===== src/rtl/expr_pkg.sv =====
// Shared lexer/parser definitions: token kinds, ASCII codes and default literal width.
// Consumed by expr_tokenizer and the downstream infix-to-postfix stage.
package expr_pkg;

   localparam int DATA_W_DEF = 32;

   typedef enum logic [1:0] {
      TOK_NUM = 2'd0,
      TOK_OP  = 2'd1,
      TOK_END = 2'd2
   } tok_kind_e;

   localparam logic [7:0] CH_PLUS  = 8'h2B;
   localparam logic [7:0] CH_MINUS = 8'h2D;
   localparam logic [7:0] CH_STAR  = 8'h2A;
   localparam logic [7:0] CH_SLASH = 8'h2F;
   localparam logic [7:0] CH_LPAR  = 8'h28;
   localparam logic [7:0] CH_RPAR  = 8'h29;
   localparam logic [7:0] CH_SPACE = 8'h20;

   function automatic logic is_digit(input logic [7:0] c);
      return (c >= 8'h30) && (c <= 8'h39);
   endfunction

endpackage


===== src/rtl/expr_tokenizer_dec_accum.sv =====
// Combinational decimal accumulate step: acc*10 + d, saturating to all-ones
// with an overflow flag when the exact result does not fit in DATA_W bits.
module dec_accum #(
   parameter int DATA_W = 32
) (
   input  logic [DATA_W-1:0] acc_i,
   input  logic [3:0]        digit_i,
   output logic [DATA_W-1:0] sum_o,
   output logic              ovf_o
);

   logic [DATA_W+3:0] wide_acc;
   logic [DATA_W+3:0] prod;

   // (2^W-1)*10+9 < 2^(W+4), so four guard bits hold the exact result
   assign wide_acc = {4'b0000, acc_i};
   assign prod     = (wide_acc << 3) + (wide_acc << 1) + {{DATA_W{1'b0}}, digit_i};
   assign ovf_o    = |prod[DATA_W+3:DATA_W];
   assign sum_o    = ovf_o ? {DATA_W{1'b1}} : prod[DATA_W-1:0];

endmodule


===== src/rtl/expr_tokenizer.sv =====
// Byte-serial expression lexer emitting NUM/OP/END tokens with error flags on END.
// Define EXPR_TOKENIZER_PAREN_EN to accept '(' and ')' as operator bytes.
module expr_tokenizer
   import expr_pkg::*;
#(
   parameter int DATA_W = DATA_W_DEF
) (
   input  logic              clk,
   input  logic              rst_n,
   input  logic              in_valid,
   output logic              in_ready,
   input  logic [7:0]        in_char,
   input  logic              in_last,
   output logic              out_valid,
   input  logic              out_ready,
   output logic [1:0]        out_kind,
   output logic [7:0]        out_op,
   output logic [DATA_W-1:0] out_value,
   output logic              err_overflow,
   output logic              err_char
);

   typedef enum logic [1:0] {S_IDLE, S_NUM, S_FLUSH, S_FINAL} state_e;

   function automatic logic is_op(input logic [7:0] c);
`ifdef EXPR_TOKENIZER_PAREN_EN
      return c inside {CH_PLUS, CH_MINUS, CH_STAR, CH_SLASH, CH_LPAR, CH_RPAR};
`else
      return c inside {CH_PLUS, CH_MINUS, CH_STAR, CH_SLASH};
`endif
   endfunction

   state_e            state_q, state_d;
   logic [DATA_W-1:0] acc_q, acc_d;
   logic [7:0]        op_q, op_d;
   logic              last_q, last_d;
   logic              ovf_q, ovf_d;
   logic              chr_q, chr_d;
   logic              out_valid_q, out_valid_d;
   tok_kind_e         out_kind_q, out_kind_d;
   logic [7:0]        out_op_q, out_op_d;
   logic [DATA_W-1:0] out_value_q, out_value_d;

   logic [DATA_W-1:0] acc_sum;
   logic              acc_ovf;
   logic              slot_free;
   logic              accept;

   dec_accum #(.DATA_W(DATA_W)) u_dec_accum (
      .acc_i   (acc_q),
      .digit_i (in_char[3:0]),
      .sum_o   (acc_sum),
      .ovf_o   (acc_ovf)
   );

   assign slot_free = !out_valid_q || out_ready;
   assign in_ready  = ((state_q == S_IDLE) || (state_q == S_NUM)) && slot_free;
   assign accept    = in_valid && in_ready;

   always_comb begin
      state_d     = state_q;
      acc_d       = acc_q;
      op_d        = op_q;
      last_d      = last_q;
      ovf_d       = ovf_q;
      chr_d       = chr_q;
      out_valid_d = out_valid_q && !out_ready;
      out_kind_d  = out_kind_q;
      out_op_d    = out_op_q;
      out_value_d = out_value_q;

      case (state_q)
         S_IDLE, S_NUM: begin
            if (accept) begin
               if (is_digit(in_char)) begin
                  acc_d   = acc_sum;
                  ovf_d   = ovf_q || acc_ovf;
                  state_d = S_NUM;
                  if (in_last) begin
                     out_valid_d = 1'b1;
                     out_kind_d  = TOK_NUM;
                     out_op_d    = 8'h00;
                     out_value_d = acc_sum;
                     acc_d       = '0;
                     state_d     = S_FINAL;
                  end
               end else if (is_op(in_char)) begin
                  out_valid_d = 1'b1;
                  if (state_q == S_NUM) begin
                     // number goes out now, the operator waits one token slot
                     out_kind_d  = TOK_NUM;
                     out_op_d    = 8'h00;
                     out_value_d = acc_q;
                     acc_d       = '0;
                     op_d        = in_char;
                     last_d      = in_last;
                     state_d     = S_FLUSH;
                  end else begin
                     out_kind_d  = TOK_OP;
                     out_op_d    = in_char;
                     out_value_d = '0;
                     state_d     = in_last ? S_FINAL : S_IDLE;
                  end
               end else begin
                  if (in_char != CH_SPACE) begin
                     chr_d = 1'b1;
                  end
                  // a space always terminates a literal; an illegal byte only does so when last
                  if ((state_q == S_NUM) && ((in_char == CH_SPACE) || in_last)) begin
                     out_valid_d = 1'b1;
                     out_kind_d  = TOK_NUM;
                     out_op_d    = 8'h00;
                     out_value_d = acc_q;
                     acc_d       = '0;
                     state_d     = S_IDLE;
                  end
                  if (in_last) begin
                     state_d = S_FINAL;
                  end
               end
            end
         end
         S_FLUSH: begin
            if (slot_free) begin
               out_valid_d = 1'b1;
               out_kind_d  = TOK_OP;
               out_op_d    = op_q;
               out_value_d = '0;
               last_d      = 1'b0;
               state_d     = last_q ? S_FINAL : S_IDLE;
            end
         end
         default: begin
            if (out_valid_q && (out_kind_q == TOK_END)) begin
               if (out_ready) begin
                  state_d = S_IDLE;
                  acc_d   = '0;
                  ovf_d   = 1'b0;
                  chr_d   = 1'b0;
               end
            end else if (slot_free) begin
               out_valid_d = 1'b1;
               out_kind_d  = TOK_END;
               out_op_d    = 8'h00;
               out_value_d = '0;
            end
         end
      endcase
   end

   always_ff @(posedge clk or negedge rst_n) begin
      if (!rst_n) begin
         state_q     <= S_IDLE;
         acc_q       <= '0;
         op_q        <= 8'h00;
         last_q      <= 1'b0;
         ovf_q       <= 1'b0;
         chr_q       <= 1'b0;
         out_valid_q <= 1'b0;
         out_kind_q  <= TOK_NUM;
         out_op_q    <= 8'h00;
         out_value_q <= '0;
      end else begin
         state_q     <= state_d;
         acc_q       <= acc_d;
         op_q        <= op_d;
         last_q      <= last_d;
         ovf_q       <= ovf_d;
         chr_q       <= chr_d;
         out_valid_q <= out_valid_d;
         out_kind_q  <= out_kind_d;
         out_op_q    <= out_op_d;
         out_value_q <= out_value_d;
      end
   end

   assign out_valid    = out_valid_q;
   assign out_kind     = out_kind_q;
   assign out_op       = out_op_q;
   assign out_value    = out_value_q;
   assign err_overflow = ovf_q;
   assign err_char     = chr_q;

endmodule


===== config.mk =====
export PLATFORM = sky130hd
export DESIGN_NAME = expr_tokenizer
export DESIGN_NICKNAME = d
export VERILOG_FILES = /design/src/rtl/expr_pkg.sv /design/src/rtl/expr_tokenizer_dec_accum.sv /design/src/rtl/expr_tokenizer.sv
export SDC_FILE = /design/constraint.sdc
export NUM_CORES = 1
export LEC_CHECK = 0
export CELL_PAD_IN_SITES_DETAIL_PLACEMENT = 1
export CELL_PAD_IN_SITES_GLOBAL_PLACEMENT = 1
export CORE_MARGIN = 3
export CORE_UTILIZATION = 42
export DETAILED_ROUTE_END_ITERATION = 8
export PLACE_DENSITY = 0.81
export SYNTH_ARGS = -nofsm -noshare
export SYNTH_HDL_FRONTEND = slang
export SYNTH_HIERARCHICAL = 1
export SYNTH_SLANG_ARGS = --single-unit

===== constraint.sdc =====
create_clock -name clk -period 3.6 [get_ports clk]
set_input_delay 0.72 -clock clk [delete_from_list [all_inputs] [get_ports clk]]
set_output_delay 0.72 -clock clk [all_outputs]
set_load 0.05 [all_outputs]

==> results.md <==
* Synth unique cells at 58
* Syn avg cell area at 9.90 sq um
* Failing checks: setup timing
* CP endpoint kind: flip-flop
* Post-Synth Simple-Gate Area at 11.8%
* 1st-pass router iterations at 5
* H-tree depth at 3
* Final WS setup at -0.841 ns
* Max-slew headroom at 47.2%
* CP Launch Type: flip-flop
* Fin crit share at 123%
* Vias at 6505
* Fmax at 225 MHz
* Fraction of layout cells with a size suffix above 1 at 33.4%
* Mux contribution to synthesized area at 15.3%
* Core area at 15300 sq um
* Die width at 132 um
* Final WL at 29100 um
* Number of synthesized flops with an enable pin at 0
* Routed len/inst at 28.1 um
* Synth-to-Final Area Change at 36.1%
* Synth Area in Compound Gates at 16.3%
* Placer Congestion at 0.851
* Syn Nets at 751
* Mapped Area at 6620 sq um
* All-Layer GR Usage at 27.2%
* Die Y-Extent at 132 um
* Final instance area at 9010 sq um
* Type of the worst setup path: flip-flop to flip-flop
* CTS tree: built
* Pwr per Cell Area at 1200 nW/um^2
* CTS root buf: clkbuf_16
* RSZ-0062 raised after global routing: true
* Post-synthesis async set-or-reset flop share at 100%
* WP data required at 3.84 ns
* CTS sink cnt at 88
* Area after DPL at 7970 sq um
* First-pass GRT wire length at 37700 um
* Detailed router's first-iteration violation count at 630
* Reg2Reg Depth at 16
* Final setup vio count at 65
* XOR/XNOR share of the synthesized area at 3.71%
* Die area at 17300 sq um
* Sequential fraction of the synthesis area at 33.3%
* Antenna Nets Post-Route at 0
* Max Clock Skew at 0.0188 ns
* Tmin final at 4.44 ns
* Worst vdd ir at 527 uV
* Yosys reg bits at 88
* Largest net degree at the start of global routing at 37
* Vias in the first global route at 6740
* Synth warn at 6
* CTS Buffer Depth at 2
* Hold Fails Final Rpt at 0
* Initial Util at 43.2%
* GR Overflow Total at 0
* Io pins at 59
* Adder-cell area share of the yosys netlist at 13.5%
* Syn Inst Count at 668
* Port-buffer cells at 58
* Largest family of logic cells by synthesized area: compound AO/OA/AOI/OAI gates
* TritonCTS Buffers at 9
* Antenna violations before repair at 0
* N_diodes at 0
* Max cap viols at 0
* Worst hold slack at 0.314 ns
* Via count normalized by instance count at 6.29
* Crit path DAT at 4.68 ns
* Clock-pin slew of the registers on the worst-case setup and hold paths at 0.08 ns
* CP Max Fanout at 8
* DP Wirelength at 14400 um
* Cell Rows at 45
* P_leak at 4.48 nW
* Type of the most critical hold path: input port to asynchronous set/reset pin
* Synth Flop Type: dfrtp_1
* Drt drc at 0
* Status: finished with violations
* Worst Tran Pin Value at 0.789 ns
* Layout Nets at 902
* Slew Limit Fails at 0
* Worst-skew pair later-pin latency at 0.37 ns
==> timing repair <==
action,4_1_cts,5_1_grt
hold endpoints to repair,0,0
pin swaps,15,27
cloned,2,1
hold buffers,0,0
setup buffers,13,18
gates resized for setup,56,94
endpoints found under the setup margin,65,65
==> critical path: stages, from the launching register on <==
cell	delay (ns)
dfrtp_1	0.46
ha_1	0.36
ha_1	0.45
nand4_1	0.23
nor4_1	0.48
o21ai_2	0.18
a21oi_2	0.23
o211ai_1	0.17
a21oi_2	0.23
buf_4	0.14
o221ai_1	0.18
a21boi_4	0.23
buf_6	0.17
buf_12	0.18
nand2_4	0.07
a22o_1	0.28
mux2_4	0.28
==> final timing paths <==
check	from	end	slack [ns]
setup / recovery	acc_q[9]	out_value[22]	-0.84
hold / removal	rst_n	out_value[1]	0.31
setup reg to reg	acc_q[9]	out_value[22]	-0.84
hold reg to reg	op_q[5]	op_q[5]	0.48
max in group asynchronous	rst_n	acc_q[26]	2.44
min in group clk	op_q[5]	op_q[5]	0.48
==> power breakdown <==
| group | switching [W] | internal [W] |
|---|---|---|
| sequential | 0.000333 | 0.00127 |
| combinational | 0.00454 | 0.00364 |
| clock | 0.000458 | 0.000568 |
| total | 0.00533 | 0.00547 |
==> per-layer routing <==
| metal | share of wire, % | vias to the layer above | global-route usage, % |
|---|---|---|---|
| met4 | 6.2 | 0 | 11.4 |
| met1 | 38 | 3286 | 31.3 |
| met2 | 50 | 396 | 49.4 |
| met5 | 0 | - | 0 |
| li1 | - | 2677 | - |
| met3 | 5.9 | 146 | 4.94 |
==> cells in the mapped netlist, types with 5 or more instances <==
library cell  instances  area (sq um)
mux2_2                9           101
o21ai_0              15          75.1
mux2_4               36           541
nor2b_1               9          56.3
nand2_1              94           353
inv_1                53           199
a21oi_1              40           200
clkbuf_1             14          52.6
a31oi_1               5          31.3
nand2b_1              9          56.3
a21o_1               20           150
xor2_1               14           123
xnor2_1              14           123
buf_6                11           124
nand4_1               7          43.8
nor2_1               20          75.1
mux2i_1              37           370
ha_1                 68           851
dfrtp_1              88          2200
a22o_1               36           315
==> cells by family (layout without fill, tap and decap cells) <==
logic type                 count (synthesis)  in the layout
and+or+nand+nor                          166            166
AOI/OAI and AO/OA                        151            151
DFF                                       88             88
buffers and inverters                     83            239
muxes                                     82             82
adders and majority gates                 70             70
xor gates and xnor gates                  28             28
==> metrics by stage <==
stage / power, W / setup TNS, ns / cells / utilization (%) / worst slack (ns)
floorplan: 0.00490 / -8.74 / 668 / - / -0.335
global placement: 0.00658 / -61.68 / 995 / 52.1 / -1.12
detailed placement: 0.00691 / -66.39 / 995 / 52.1 / -1.20
CTS: 0.00906 / -12.47 / 1025 / 56.3 / -0.362
global route: 0.0112 / -39.59 / 1035 / 58.8 / -0.804
finish: 0.0108 / -41.01 / 1035 / 58.8 / -0.841
==> state kept, by name, indices dropped and copies added (netlist names) <==
name and flops:
last_q 1, err_char 1, out_op 8, op_q 8
out_value 32, err_overflow 1, state_q 2, acc_q 32
out_valid 1, out_kind 2
==> cell type report <==
type / instances / area (sq um)
repair buffers: 170 / 1570
inverters: 53 / 206
clock inverters: 6 / 75.1
fillers: 1647 / 6310
multi-input cells: 497 / 4450
clock buffers: 10 / 239
well taps: 211 / 264
flip-flops and latches: 88 / 2200
==> cell usage in the layout (no fill, tap or decap), types with 4 or more instances in the layout <==
| cell | count |
|---|---|
| buf_4 | 88 |
| dfrtp_1 | 87 |
| ha_1 | 64 |
| clkdlybuf4s50_1 | 54 |
| inv_1 | 48 |
| nand2_1 | 40 |
| mux2_4 | 37 |
| a21oi_1 | 36 |
| a22o_1 | 36 |
| mux2i_1 | 33 |
| nand2_4 | 28 |
| nand2_2 | 26 |
| a21o_1 | 20 |
| nor2_1 | 19 |
| buf_6 | 19 |
| o21ai_0 | 14 |
| xor2_1 | 14 |
| xnor2_1 | 14 |
| clkbuf_16 | 10 |
| nor2b_1 | 9 |
| mux2_2 | 8 |
| nand4_1 | 7 |
| nand2b_1 | 5 |
| buf_12 | 5 |
| a21oi_2 | 5 |
| or2_2 | 4 |
| mux2i_2 | 4 |
| a31oi_1 | 4 |
| inv_2 | 4 |
| o211ai_1 | 4 |
| nand2b_4 | 4 |
Power figures use the tool's default switching activity.
